File: config.mk
export PLATFORM = sky130hd
export DESIGN_NAME = imem_boot_loader
export DESIGN_NICKNAME = d
export VERILOG_FILES = /design/src/rtl/imem_boot_loader_pkg.sv /design/src/rtl/imem_boot_loader_byte_word_packer.sv /design/src/rtl/imem_boot_loader.sv
export SDC_FILE = /design/constraint.sdc
export NUM_CORES = 1
export LEC_CHECK = 0
export BUFFER_PORTS_ARGS = -buffer_cell sky130_fd_sc_hd__buf_2
export CORE_AREA = 5 5 128 130
export CTS_BUF_LIST = sky130_fd_sc_hd__clkbuf_4 sky130_fd_sc_hd__clkbuf_8
export DETAILED_ROUTE_END_ITERATION = 16
export DIE_AREA = 0 0 133 135
export GPL_ROUTABILITY_DRIVEN = 0
export PLACE_DENSITY_LB_ADDON = 0.15
export SYNTH_ARGS = -nofsm -noshare
export SYNTH_HDL_FRONTEND = slang
export SYNTH_SLANG_ARGS = --single-unit
File: constraint.sdc
create_clock -name clk -period 3.51 [get_ports clk]
set_input_delay 0.702 -clock clk [delete_from_list [all_inputs] [get_ports clk]]
set_output_delay 0.702 -clock clk [all_outputs]
set_load 0.02 [all_outputs]
File: src/rtl/imem_boot_loader_pkg.sv
// Shared constants and loader state encoding for the instruction-memory boot loader.
// DEPTH defaults to the instruction memory length so all fetch users agree on it.
package imem_boot_loader_pkg;

    localparam int LENGTH          = 32;
    localparam int INST_MEM_LENGTH = 256;
    localparam int WORD_W          = 32;

    typedef enum logic [2:0] {
        LDR_RUN    = 3'd0,
        LDR_HDR_LO = 3'd1,
        LDR_HDR_HI = 3'd2,
        LDR_DATA   = 3'd3,
        LDR_WRITE  = 3'd4,
        LDR_ERR    = 3'd5
    } ldr_state_e;

endpackage

File: src/rtl/imem_boot_loader_byte_word_packer.sv
// Assembles little-endian byte streams into 32-bit words; first byte lands in bits [7:0].
// Reusable for any byte-fed memory loader.
module byte_word_packer
    import imem_boot_loader_pkg::*;
(
    input  logic              clk,
    input  logic              rst,
    input  logic              clear_i,
    input  logic              byte_en_i,
    input  logic [7:0]        byte_i,
    output logic [WORD_W-1:0] word_o,
    output logic              word_done_o
);

    logic [1:0]        b_q;
    logic [WORD_W-1:0] word_q;

    // Right shift: after four bytes the first one has reached the low lane.
    always_ff @(posedge clk or posedge rst) begin
        if (rst) begin
            b_q    <= '0;
            word_q <= '0;
        end else if (clear_i) begin
            b_q <= '0;
        end else if (byte_en_i) begin
            b_q    <= b_q + 2'd1;
            word_q <= {byte_i, word_q[WORD_W-1:8]};
        end
    end

    assign word_o      = word_q;
    assign word_done_o = byte_en_i && (b_q == 2'd3);

endmodule

File: src/rtl/imem_boot_loader.sv
// Owns the instruction memory port: CPU fetch passthrough in RUN, otherwise
// stalls the CPU and writes a length-prefixed byte image word by word.
module imem_boot_loader
    import imem_boot_loader_pkg::*;
#(
    parameter int DEPTH  = INST_MEM_LENGTH,
    parameter int ADDR_W = 8
) (
    input  logic              clk,
    input  logic              rst,
    input  logic              load_start_i,
    input  logic              byte_valid_i,
    input  logic [7:0]        byte_data_i,
    output logic              byte_ready_o,
    input  logic [LENGTH-1:0] cpu_pc_i,
    output logic [LENGTH-1:0] cpu_instr_o,
    output logic              cpu_stall_o,
    output logic [ADDR_W-1:0] mem_addr_o,
    output logic [WORD_W-1:0] mem_wdata_o,
    output logic              mem_we_o,
    input  logic [WORD_W-1:0] mem_rdata_i,
    output logic              load_done_o,
    output logic              load_err_o
);

    localparam logic [15:0]       DEPTH16  = 16'(DEPTH);
    localparam logic [LENGTH-1:0] PC_LIMIT = LENGTH'(DEPTH);

    ldr_state_e  state_q;
    logic [15:0] n_q, w_q;
    logic        done_q, err_q;
    logic        accept, word_done;
    logic [15:0] n_full;

    assign accept = byte_valid_i & byte_ready_o;
    assign n_full = {byte_data_i, n_q[7:0]};

    byte_word_packer u_pack (
        .clk         (clk),
        .rst         (rst),
        .clear_i     (state_q == LDR_HDR_HI && accept),
        .byte_en_i   (state_q == LDR_DATA && accept),
        .byte_i      (byte_data_i),
        .word_o      (mem_wdata_o),
        .word_done_o (word_done)
    );

    always_ff @(posedge clk or posedge rst) begin
        if (rst) begin
            state_q <= LDR_RUN;
            n_q     <= '0;
            w_q     <= '0;
            done_q  <= 1'b0;
            err_q   <= 1'b0;
        end else begin
            done_q <= 1'b0;
            case (state_q)
                LDR_RUN:    if (load_start_i) state_q <= LDR_HDR_LO;
                LDR_HDR_LO: if (accept) begin
                    n_q[7:0] <= byte_data_i;
                    state_q  <= LDR_HDR_HI;
                end
                LDR_HDR_HI: if (accept) begin
                    n_q[15:8] <= byte_data_i;
                    if (n_full == 16'd0) begin
                        state_q <= LDR_RUN;
                        done_q  <= 1'b1;
                    end else if (n_full > DEPTH16) begin
                        state_q <= LDR_ERR;
                        err_q   <= 1'b1;
                    end else begin
                        state_q <= LDR_DATA;
                        w_q     <= '0;
                    end
                end
                LDR_DATA:   if (word_done) state_q <= LDR_WRITE;
                LDR_WRITE: begin
                    if (w_q + 16'd1 == n_q) begin
                        state_q <= LDR_RUN;
                        done_q  <= 1'b1;
                    end else begin
                        w_q     <= w_q + 16'd1;
                        state_q <= LDR_DATA;
                    end
                end
                LDR_ERR:    if (load_start_i) begin
                    err_q   <= 1'b0;
                    state_q <= LDR_HDR_LO;
                end
                default:    state_q <= LDR_RUN;
            endcase
        end
    end

    // Out-of-range PCs fetch a NOP even though the low bits still address memory.
    always_comb begin
        cpu_instr_o  = '0;
        mem_addr_o   = w_q[ADDR_W-1:0];
        cpu_stall_o  = 1'b1;
        byte_ready_o = 1'b0;
        mem_we_o     = 1'b0;
        case (state_q)
            LDR_RUN: begin
                mem_addr_o  = cpu_pc_i[ADDR_W-1:0];
                cpu_stall_o = 1'b0;
                if (cpu_pc_i < PC_LIMIT) cpu_instr_o = mem_rdata_i;
            end
            LDR_HDR_LO, LDR_HDR_HI, LDR_DATA: byte_ready_o = 1'b1;
            LDR_WRITE: mem_we_o = 1'b1;
            default: ;
        endcase
    end

    assign load_done_o = done_q;
    assign load_err_o  = err_q;

endmodule

# Word level (Yosys, flattened, before mapping)
# Cells that the tools add are included.
# word_totals
elab_cells	76
in_bits	76
ff_bits	71
# classes
bitwise_logic	2
add_sub_neg	2
order_cmp	2
reduce_logical	16
eq_ne	16
mux	30
# op_table
cell	count
16-bit two-way mux	4
32-bit two-way mux	2
32-bit by 9-bit less-than comparator with 1-bit output (second input constant)	1
16-bit case mux with 2 select lines	1
3-bit two-way mux	6
16-bit by 1-bit adder with 16-bit output (second input constant)	1
16-bit == test	1
16-bit by 9-bit > comparator with 1-bit output (second input constant)	1
16-bit logical NOT	1
3-bit case mux with 5 select lines	1
2-bit != test (second input constant)	6
1-bit two-way mux	10
5-bit AND reduction	2
8-bit two-way mux	1
3-bit by 2-bit == test with 1-bit output (second input constant)	2
3-bit == test (second input constant)	2
2-bit two-way mux	3
2-bit by 1-bit != test with 1-bit output (second input constant)	3
2-bit AND reduction	3
2-bit nonzero test	3
1-bit case mux with 2 select lines	2
4-bit AND reduction	1
3-bit by 1-bit == test with 1-bit output (second input constant)	1
1-bit logical AND	3
other kinds (7)	7

# Depth between registers and ports, before layout
# depth
word_depth	8
mapped_depth	11
mapped_depth_nobuf	8

# By module
# A second synthesis with hierarchy kept.
# unflattened
hier_cells	415
area_unflattened_um2	4403.0
# by_module_without_submodules
module	area_each_um2	n_inst	cells_per_inst
imem_boot_loader	2944.1	1	337
byte_word_packer	1458.9	1	78

# Least setup slack after synthesis
# No wires, ideal clock.
# synth_path
path_kind	flip-flop to flip-flop
start	register w_q[0]
end	register w_q[0]
path_buffers	3
setup_slack_ns	0.542
required_ns	3.385
t_arrival_ns	2.843
stages_incl_launch_ff	12
setup_time_ns	0.125
cell_sequence	dfrtp_1 > ha_1 > clkbuf_1 > nand2_1 > nor3_2 > o2111ai_1 > or4_1 > or4_1 > buf_2 > buf_6 > and2_4 > mux2_2
# synth_between
elab_chain_len	4
word_cells_on_any_way	6
# synth_rtl
element	line_no	rtl
start, declared	imem_boot_loader.sv:30	logic [15:0] n_q, w_q;
start signal, assigned	imem_boot_loader.sv:82	w_q <= w_q + 16'd1;
16-bit by 1-bit adder with 16-bit output *	imem_boot_loader.sv:78, imem_boot_loader.sv:82	
16-bit == test	imem_boot_loader.sv:78	if (w_q + 16'd1 == n_q) begin
2-bit != test (no source line)	-	
5-bit AND reduction (no source line)	-	
# Mark *: on every way between the ends. The rest lies on a longest branch, timed or not. The select of a mux whose other input is x is not followed.
# A chain may end at the register's enable or synchronous reset.

# Worst setup path after layout
# layout_path
start	register w_q[0]
end	register w_q[6]
# Same word-level chain as after synthesis.

==> metrics.md <==
| Metric | Value |
|---|---|
| Final setup violation count | 0 |
| Core area | 15030 um^2 |
| Final nets | 652 |
| First-pass DRT Iterations | 4 |
| Clock Latency Late Sink | 0.36 ns |
| Via count | 3786 |
| RSZ-0062 raised after global routing | no |
| WP data required | 3.75 ns |
| Yosys reg bits | 71 |
| CTS max path bufs | 2 |
| Max cap viols | 0 |
| Vias in the first global route | 3742 |
| R2R setup slack | 0.44 ns |
| Crit-path cells | ha_1 > nand2_1 > nor3_2 > o2111ai_1 > or4_1 > or4_1 > buf_4 > and3_1 > a211o_1 |
| Worst Max-Slew Pin Slew | 0.4819 ns |
| Final core utilization | 35.66% |
| Routed WL | 12310 um |
| Setup crit start kind | register |
| Arrival @ worst endpoint | 3.31 ns |
| Post-DP HPWL | 9501 um |
| Rows | 45 |
| Multi-input logic area | 2192 um^2 |
| DRC viols | 0 |
| EDFF count, synth | 0 |
| Initial antenna violation count | 0 |
| Worst path max stage delay | 0.51 ns |
| Global-route wire length before repair | 19900 um |
| Main combinational cell family by area after synthesis | simple AND/OR/NAND/NOR gates |
| Register area | 1777 um^2 |
| DRT antenna net count | 0 |
| Outcome | finished, final reports clean |
| Setup repair bufs after CTS | 0 |
| Clk slew on worst S/H paths | 0.08 ns |
| Crit path top cell by count | or4_1 |
| Synth Area in XOR/XNOR | 3.198% |
| Area share of fa/ha/maj cells after synthesis | 0.6092% |
| Largest net degree at the start of global routing | 34 |
| Netlist cell types | 49 |
| Area growth from synthesis to layout | 30.52% |
| Iter 0 DRT Violations | 177 |
| Synth Area in Compound Gates | 10.57% |
| Final TNS setup | 0 ns |
| Reg2Reg Depth | 9 |
| Cells after synthesis | 417 |
| Port bufs | 152 |
| Share of async-settable or async-resettable flops after synthesis | 100.0% |
| Tcrit/Tclk final | 87.40% |
| Die footprint | 17960 um^2 |
| CTS resizes | 0 |
| Initial core utilization | 27.32% |
| Clk root buf | clkbuf_8 |
| Clock sinks | 71 |
| Post-DR wirelength/cell | 16.05 um |
| WS Path Type | register to register |
| Maximum vdd ir drop | 366.4 uV |
| Hold Vio Cnt, Final | 0 |
| Fill cells | 1522 |
| I/O Pins | 153 |
| Total GRT Usage | 13.82% |
| Max_slew headroom | 67.82% |
| Post-CTS Hold Buffers | 0 |
| CTS HTree Levels | 3 |
| Top FF cell, synth | dfrtp_1 |
| Simple-gate area share of the yosys netlist | 23.09% |
| Hold Path Class | input pin to asynchronous set/reset pin |
| Yosys warns | 0 |
| Die Width | 133 um |
| Leak Pwr | 2.671 nW |
| Mux cell area share after synthesis | 15.63% |
| Worst setup EP type | register |
| Crit Path Max Fanout | 22 |
| Number of diodes | 0 |
| Chip Height | 135 um |
| CP max-delay cell | or4_1 |
| Syn nets | 495 |
| PD cells | 766.0 nW/um^2 |
| CTS tree | yes |
| Syn_area_per_cell | 9.851 um^2 |
| Syn Std Cell Area | 4108 um^2 |
| CTS buffer count | 9 |
| Global route overflow | 0 |
| Via density | 4.936 |
| Worst Skew | 0.01131 ns |
| Tmin final | 3.068 ns |
| Sequential fraction of the synthesis area | 43.25% |
| Final Max Tran Viols | 0 |
| Share of cells above drive strength 1 | 43.87% |
| Fmax | 326.0 MHz |
-- cells in the final DEF, fill, tap and decap left out, types with 3 or more instances in the layout --
| cell | Yosys | routed |
|---|---|---|
| and2_1 | 33 | 33 |
| nor2_1 | 24 | 24 |
| and3_1 | 12 | 12 |
| xnor2_1 | 9 | 9 |
| o31ai_1 | 3 | 3 |
| a21oi_1 | 11 | 11 |
| and4_1 | 4 | 4 |
| xor2_1 | 6 | 6 |
| nand3_1 | 19 | 19 |
| mux2_2 | 57 | 57 |
| buf_2 | 6 | 152 |
| o21ai_0 | 14 | 14 |
| a21o_1 | 6 | 6 |
| a211o_1 | 8 | 8 |
| a211oi_1 | 3 | 3 |
| nor2b_1 | 5 | 5 |
| nand2b_1 | 3 | 3 |
| nand2_1 | 39 | 39 |
| nand4_1 | 6 | 6 |
| buf_4 | 1 | 20 |
| inv_1 | 6 | 5 |
| nor4_1 | 12 | 11 |
| clkbuf_8 | 0 | 9 |
| nor3_1 | 8 | 7 |
| dfrtp_1 | 71 | 71 |
-- per-layer routing --
layer | GRT usage [%] | part of all wire [%] | vias to the layer above
li1 | - | - | 1807
met1 | 16.19 | 42 | 1828
met2 | 24.55 | 50 | 140
met3 | 3.204 | 6.9 | 11
met4 | 5.312 | 1.4 | 0
met5 | 0 | 0 | -
-- cell type report --
cell class                      instances  area share (%)
Multi-Input combinational cell        313           40.89
Sequential cell                        71           33.14
Timing Repair Buffer                  172           16.99
Tap cell                              188           4.387
Clock buffer                           11           2.590
Clock inverter                          5           1.517
Inverter                                7          0.4901
-- synthesized netlist by cell type, drive strengths merged, types with 2 or more instances --
master    n  area, um^2
buf       9       60.06
nor4     13       87.58
inv       6       22.52
ha        2       25.02
clkbuf   17       63.81
and4      4       35.03
nand2b    3       18.77
o21ai    14       70.07
a211o     8       70.07
a21o      6       45.04
a21oi    11       55.05
xor2      6       52.55
o31ai     3       22.52
nand3    19       95.09
a211oi    3       22.52
a31o      2       17.52
nor3b     2       15.01
nand2    39       146.4
o211ai    2       15.01
nor3      9       50.05
nor4b     2       17.52
o221ai    2       17.52
or4       2       15.01
nor2     24       90.09
and2     34       215.2
xnor2     9       78.83
nand4     7       50.05
o31a      2       17.52
and3     12       75.07
dfrtp    71        1777
nor2b     5       31.28
o2111ai   2       17.52
mux2     57       641.9
-- per-stage QoR --
stage	cell area, um^2	std cells	total power [W]	hold WS, ns	setup slack [ns]
2_1_floorplan	4108	417	0.002740	0.4538	0.5422
3_3_place_gp	5141	751	0.003379	0.4714	0.5206
3_5_place_dp	5141	751	0.003402	0.4923	0.4683
4_1_cts	5361	767	0.004166	0.3526	0.4495
5_1_grt	5361	767	0.004415	0.3871	0.2809
6_report	5361	767	0.004107	0.3530	0.4422
-- cells by family (layout without fill, tap and decap cells) --
group,after synthesis,after routing
muxes,57,57
adders and majority gates,2,2
and+or+nand+nor,176,176
xor gates and xnor gates,15,15
buffers and inverters,33,195
AOI/OAI and AO/OA,63,63
DFF,71,71
-- power by group --
| part | internal [W] | switching [W] |
|---|---|---|
| combinational | 0.000854 | 0.00102 |
| sequential | 0.00116 | 0.000319 |
| clock | 0.000418 | 0.000332 |
| total | 0.00243 | 0.00168 |
-- worst paths after layout --
| check | startpoint | end |
|---|---|---|
| max | w_q[0] | w_q[6] |
| min | rst | u_pack.b_q[0] |
| max reg2reg | w_q[0] | w_q[6] |
| min reg2reg | u_pack.b_q[0] | u_pack.b_q[0] |
| max in group asynchronous | rst | w_q[7] |
| min in group clk | u_pack.b_q[0] | u_pack.b_q[0] |
-- state kept, by name, indices dropped and copies added (netlist names) --
| register | flops |
|---|---|
| load_done_o | 1 |
| w_q | 16 |
| n_q | 16 |
| u_pack.b_q | 2 |
| u_pack.word_o | 32 |
| state_q | 3 |
| load_err_o | 1 |
-- worst max-delay path: cells and delay by family (launching register included) --
family,cells,cell delay (ns)
AOI/OAI and AO/OA,2,0.43
adders and majority gates,1,0.21
buffers and inverters,1,0.23
DFF,1,0.47
and+or+nand+nor,5,1.62
(Power assumes the default switching activity.)
